$ cat config.mk
export PLATFORM = sky130hd
export DESIGN_NAME = iaoq_fetch_queue
export DESIGN_NICKNAME = d
export VERILOG_FILES = /design/src/rtl/iaoq_fetch_queue.sv
export SDC_FILE = /design/constraint.sdc
export NUM_CORES = 1
export LEC_CHECK = 0
export ABC_AREA = 1
export CELL_PAD_IN_SITES_DETAIL_PLACEMENT = 0
export CELL_PAD_IN_SITES_GLOBAL_PLACEMENT = 1
export CORE_ASPECT_RATIO = 0.5
export CORE_MARGIN = 8
export CORE_UTILIZATION = 45
export DETAILED_ROUTE_END_ITERATION = 10
export PLACE_DENSITY_LB_ADDON = 0.1
export SLEW_MARGIN = 20
export SYNTH_ARGS = -nofsm -noshare
export SYNTH_HDL_FRONTEND = slang
export SYNTH_SLANG_ARGS = --single-unit
export TNS_END_PERCENT = 1
$ cat constraint.sdc
create_clock -name clk -period 7.6 [get_ports clk]
set_input_delay 0.76 -clock clk [delete_from_list [all_inputs] [get_ports clk]]
set_output_delay 0.76 -clock clk [all_outputs]
set_load 0.05 [all_outputs]
$ cat src/rtl/iaoq_fetch_queue.sv
// Instruction fetch queue: drives a sequential fetch PC into instruction memory,
// buffers fetched {inst, pc} pairs in a FIFO, and flushes and redirects on a taken branch.
module iaoq_fetch_queue #(
    parameter int unsigned        INST_W   = 32,
    parameter int unsigned        ADDR_W   = 32,
    parameter int unsigned        DEPTH    = 4,
    parameter logic [ADDR_W-1:0]  RESET_PC = '0,
    parameter int unsigned        PC_STEP  = 4
) (
    input  logic                         clk,
    input  logic                         reset,
    output logic [ADDR_W-1:0]            imem_addr,
    input  logic [INST_W-1:0]            imem_data,
    output logic                         fetch_en,
    input  logic                         stall,
    input  logic                         redirect,
    input  logic [ADDR_W-1:0]            redirect_pc,
    output logic                         inst_valid,
    output logic [INST_W-1:0]            inst,
    output logic [ADDR_W-1:0]            inst_pc,
    output logic [$clog2(DEPTH+1)-1:0]   count,
    output logic                         full
);

    localparam int unsigned PTR_W = $clog2(DEPTH);
    localparam int unsigned CNT_W = $clog2(DEPTH+1);

    logic [ADDR_W-1:0] fetch_pc;
    logic [PTR_W-1:0]  wr_ptr;
    logic [PTR_W-1:0]  rd_ptr;
    logic [CNT_W-1:0]  cnt;
    logic              push;
    logic              pop;

    logic [INST_W-1:0] inst_mem [DEPTH];
    logic [ADDR_W-1:0] pc_mem   [DEPTH];

    // Occupancy decode, handshake and head presentation (head forced to 0 when empty)
    always_comb begin
        inst_valid = (cnt != '0);
        full       = (cnt == CNT_W'(DEPTH));
        pop        = inst_valid & ~stall & ~redirect;
        push       = ~redirect & (~full | pop);
        fetch_en   = push;
        imem_addr  = fetch_pc;
        count      = cnt;
        inst       = '0;
        inst_pc    = '0;
        if (inst_valid) begin
            inst    = inst_mem[rd_ptr];
            inst_pc = pc_mem[rd_ptr];
        end
    end

    // Control state; redirect flushes the queue and reloads the fetch PC
    always_ff @(posedge clk or negedge reset) begin
        if (!reset) begin
            fetch_pc <= RESET_PC;
            wr_ptr   <= '0;
            rd_ptr   <= '0;
            cnt      <= '0;
        end else if (redirect) begin
            fetch_pc <= redirect_pc;
            wr_ptr   <= '0;
            rd_ptr   <= '0;
            cnt      <= '0;
        end else begin
            if (push) begin
                wr_ptr   <= wr_ptr + PTR_W'(1);
                fetch_pc <= fetch_pc + ADDR_W'(PC_STEP);
            end
            if (pop) begin
                rd_ptr <= rd_ptr + PTR_W'(1);
            end
            case ({push, pop})
                2'b10:   cnt <= cnt + CNT_W'(1);
                2'b01:   cnt <= cnt - CNT_W'(1);
                default: cnt <= cnt;
            endcase
        end
    end

    // Entry storage is not reset; it is only observable through a valid head
    always_ff @(posedge clk) begin
        if (push) begin
            inst_mem[wr_ptr] <= imem_data;
            pc_mem[wr_ptr]   <= fetch_pc;
        end
    end

endmodule

# After elaboration in Yosys (flattened, before gate mapping)
# Memory sizes are Yosys's and may differ from the RTL's.
# Index checks and enable logic that the tools add are counted.
op_classes:
  muxes: 12
  mul: 0
  order_cmp: 0
  shift: 0
  n_eq_ne: 3
  bitwise_logic: 7
  n_div: 0
  reduce_logical: 4
  n_addsub: 5
op_table:
  columns: ["operator", "n"]
  rows:
  - ["two-way mux 32 bit", 4]
  - ["adder 32 x 3 -> 32 bit, second input constant", 1]
  - ["two-way mux 2 bit", 4]
  - ["one-hot mux 3 bit (2 select lines)", 1]
  - ["nonzero test 3 bit", 2]
  - ["adder 2 x 1 -> 2 bit, second input constant", 2]
  - ["nonzero test 2 bit", 2]
  - ["adder 3 x 1 -> 3 bit, second input constant", 1]
  - ["bitwise AND 1 bit", 3]
  - ["equality test 3 bit, second input constant", 1]
  - ["two-way mux 3 bit", 1]
  - ["NOT 1 bit", 3]
  - ["subtractor 3 x 1 -> 3 bit, second input constant", 1]
  - ["equality test 2 x 1 -> 1 bit, second input constant", 1]
  - ["equality test 2 bit, second input constant", 1]
  - ["two-way mux 1 bit", 2]
  - ["bitwise OR 1 bit", 1]
totals:
  register_bits: 39
  latchBits: 0
  memories: 2
  romBits: 0
  out_inout_bits: 102
  ramBits: 256
mem_list:
  columns: ["name", "depth", "word_bits", "rd", "rd_clocked_by_memory_dff", "wr", "line", "rtl"]
  rows:
  - ["inst_mem", 4, 32, 1, 0, 1, "35", "logic [INST_W-1:0] inst_mem [DEPTH];"]
  - ["pc_mem", 4, 32, 1, 0, 1, "36", "logic [ADDR_W-1:0] pc_mem [DEPTH];"]

# Depth between registers and ports, before layout
logic_depth:
  depth_word: 8
  mapped_depth: 10

# Least setup slack after synthesis
# No wires, ideal clock.
synth_path:
  path_kind: "input port to flip-flop"
  startpoint: "input redirect"
  endpoint: "memory inst_mem[0][0], enable pin"
  required_ns: 7.113
  t_arrival_ns: 4.046
  n_path_buf: 1
  path_slack_ns: 3.067
  cell_stages: 4
  path_cell_list: "buf_6 o211ai_4 nand2_1 nor2_1"
synth_between:
  elab_chain_cells: 6
synth_rtl:
  columns: ["element", "line", "rtl"]
  rows:
  - ["start, declared", "16", "input logic redirect,"]
  - ["NOT 1 bit (*)", "42, 43", null]
  - ["bitwise AND 1 bit", "42", "pop = inst_valid & ~stall & ~redirect;"]
  - ["bitwise OR 1 bit", "43", "push = ~redirect & (~full | pop);"]
  - ["bitwise AND 1 bit (*)", "43", null]
  - ["two-way mux 1 bit (*)", "85", "if (push) begin"]
  - ["two-way mux 1 bit (not written as such) (*)", "86", "inst_mem[wr_ptr] <= imem_data;"]
  - ["end, declared", "35", null]
# Mark *: on every way between the ends. The rest lies on a longest branch, timed or not.

# Worst setup path in the final report
layout_path:
  startpoint: "register rd_ptr[0]"
  endpoint: "output inst_pc[22]"
layout_between:
  elab_chain_cells: 2
layout_rtl:
  columns: ["element", "line", "rtl"]
  rows:
  - ["start, declared", "30", "logic [PTR_W-1:0] rd_ptr;"]
  - ["start signal, assigned", "73", "rd_ptr <= rd_ptr + PTR_W'(1);"]
  - ["memory (4 x 32 bit)", null, null]
  - ["two-way mux 32 bit", "49", "if (inst_valid) begin"]
  - ["end, declared", "20", "output logic [ADDR_W-1:0] inst_pc,"]
# Every way passes these cells.

==> impl_results.md <==
* Status: finished clean
* Pwr Total at 0.00610 W
* Max-slew violation count at 0
* Final ANT Viol Nets at 0
* Leakage power at 5.61 nW
* Final hold vios at 0
* I/O Pins at 170
* PD cells at 392 nW/µm²
* Setup Buffers After CTS at 0
* GRT overflow at 0
* PortBufs at 169
* Later-pin clock latency in the skew report at 0.54 ns
* Data arrival, critical path at 4.06 ns
* Pin count of the biggest net entering global routing at 86
* Clock Path Buffers at 3
* Hold_buf cts at 0
* Per-cell routed wire length at 18.8 µm
* Max stage delay cell, worst path: clkinv_2
* Synth Cell Area at 12,800 µm²
* Area growth, synth to finish at 21.8%
* Max Fclk at 208 MHz
* #FFs+latches synth at 295
* Post-CTS resize count at 0
* Die area at 34,400 µm²
* Kind of critical path: reg -> out
* Post-route setup TNS at 0 ns
* Most common cell after layout, fill and taps aside: nor2_1
* Synthesis Warnings at 0
* Routability Congestion at 0.867
* Rows at 43
* Via-to-Cell Ratio at 5.22
* Max-cap violations at 0
* Post-Synthesis Net Count at 1,286
* Crit Path Max Fanout at 85
* Setup Skew at 0.0134 ns
* Antenna cells at 0
* CP required at 6.84 ns
* RSZ-0062 raised after global routing: false
* Detailed placer's ending HPWL at 20,100 µm
* Layout cells sized above 1 at 0.0640
* Initial antenna violation count at 0
* DRC marker count from the first detailed-route iteration at 751
* Vias in the first global route at 9,169
* Area share of the largest cell type after synthesis at 0.602
* CTS tree: done
* Die X at 254 µm
* Starting Density at 0.459
* Gate Count Post-Synth at 1,212
* TritonRoute pass-1 iters at 5
* Distinct cells, synth at 42
* Root buffer cell: clkbuf_16
* Minimum clock period at 4.82 ns
* Mean post-synth cell area at 10.5 µm²
* HP Class: in -> async
* Clock transition at path regs at 0.07 ns
* Core area at 27,800 µm²
* GRT Resource Usage Total at 0.190
* Slew margin rel. at 0.322
* Worst setup SP type: flip-flop
* Crit-path max cell delay at 0.95 ns
* Most frequent cells in the layout: nor2_1, edfxtp_1, clkdlybuf4s50_1
* Drt drc at 0
* Crit path cell chain: clkinv_2 > buf_4 > o21ai_0 > a21oi_1 > clkdlybuf4s50_1
* Post-synth top area cell: edfxtp_1
* Number of CTS-inserted buffers at 27
* Sequential area share after synthesis at 0.678
* CTS Sinks at 295
* Ranking of synthesized cells by area: edfxtp_1, nor2_1, dfrtp_1
* Worst Tran Pin Value at 1.01 ns
* DP Area at 14,800 µm²
* Finished Core Util at 0.560
* Fin nets at 1,433
* Final WL at 33,100 µm
* Tcrit/Tclk final at 0.634
* Crit path capture type: output port
* Fin area at 15,600 µm²
* Peak supply drop at 444 µV
* Min Hold Slack at 0.364 ns
* Setup violators final at 0
* H-tree Lvls at 1
* First-pass GRT wire length at 51,400 µm
* Via count at 9,177
* Die outline height at 135 µm
cell type report:
| class | count | area, µm² |
|---|---|---|
| Fill cell | 2414 | 12200 |
| Sequential cell | 295 | 8670 |
| Multi-Input combinational cell | 795 | 3590 |
| Timing Repair Buffer | 181 | 1790 |
| Clock buffer | 35 | 726 |
| Tap cell | 382 | 478 |
| Inverter | 59 | 228 |
| Clock inverter | 11 | 85.1 |
metrics by stage:
step | worst slack (ns) | instances
after floorplan | 3.07 | 1212
after global placement | 3.11 | 1711
after detailed placement | 3.01 | 1712
after CTS | 2.66 | 1758
after global routing | 2.37 | 1758
final | 2.78 | 1758
cells in the mapped netlist (all sizes together):
cell type  count
a211oi         1
a21oi         78
a22oi          2
a31oi          3
and2           1
buf           39
clkbuf        24
conb           1
dfrtp         39
edfxtp       256
fa             1
ha             5
inv           59
nand2        169
nand3         39
nand3b         1
nand4          2
nor2         324
nor3           1
o211ai         3
o21ai        154
o22ai          1
o31ai          1
or2            4
xnor2          2
xor2           2
per-layer routing:
metal / wire, µm / GRT usage
met3: 1890 / 0.0349
met2: 16000 / 0.321
met4: 412 / 0.0339
met5: 0 / 0
met1: 14800 / 0.259
state kept, by name, summed over array words and instances (netlist names):
signal     flops
wr_ptr         2
pc_mem       128
inst_mem     128
count          3
imem_addr     32
rd_ptr         2
power breakdown:
group	total, W	internal, W	switching [W]
combinational	0.00250	0.000725	0.00177
clock	0.00128	0.000704	0.000578
sequential	0.00231	0.00209	0.000228
total	0.00610	0.00352	0.00258
critical path, delay by kind of cell, from the launching register on:
family / cells / cell delay, ns
buffers and inverters: 3 / 2.29
flip-flops: 1 / 0.82
AO/OA/AOI/OAI: 2 / 0.36
cells by family after synthesis:
family	count (synthesis)	synth area share
xor gates and xnor gates	4	0.00274
AOI/OAI and AO/OA	243	0.101
and+or+nand+nor	541	0.169
buffers and inverters	122	0.0430
adders and majority gates	6	0.00646
DFF	295	0.678
other	1	0.000294
worst paths after layout:
kind / from / to / slack (ns) / cells past startpoint
max: rd_ptr[0] / inst_pc[22] / 2.78 / 5
min: reset / count[1] / 0.36 / 1
max reg2reg: count[0] / inst_mem[2][2] / 4.64 / 5
min reg2reg: count[1] / count[1] / 0.63 / 2
max in group asynchronous: reset / rd_ptr[0] / 6.54 / 1
min in group clk: count[1] / count[1] / 0.63 / 2
(Power assumes the default switching activity.)
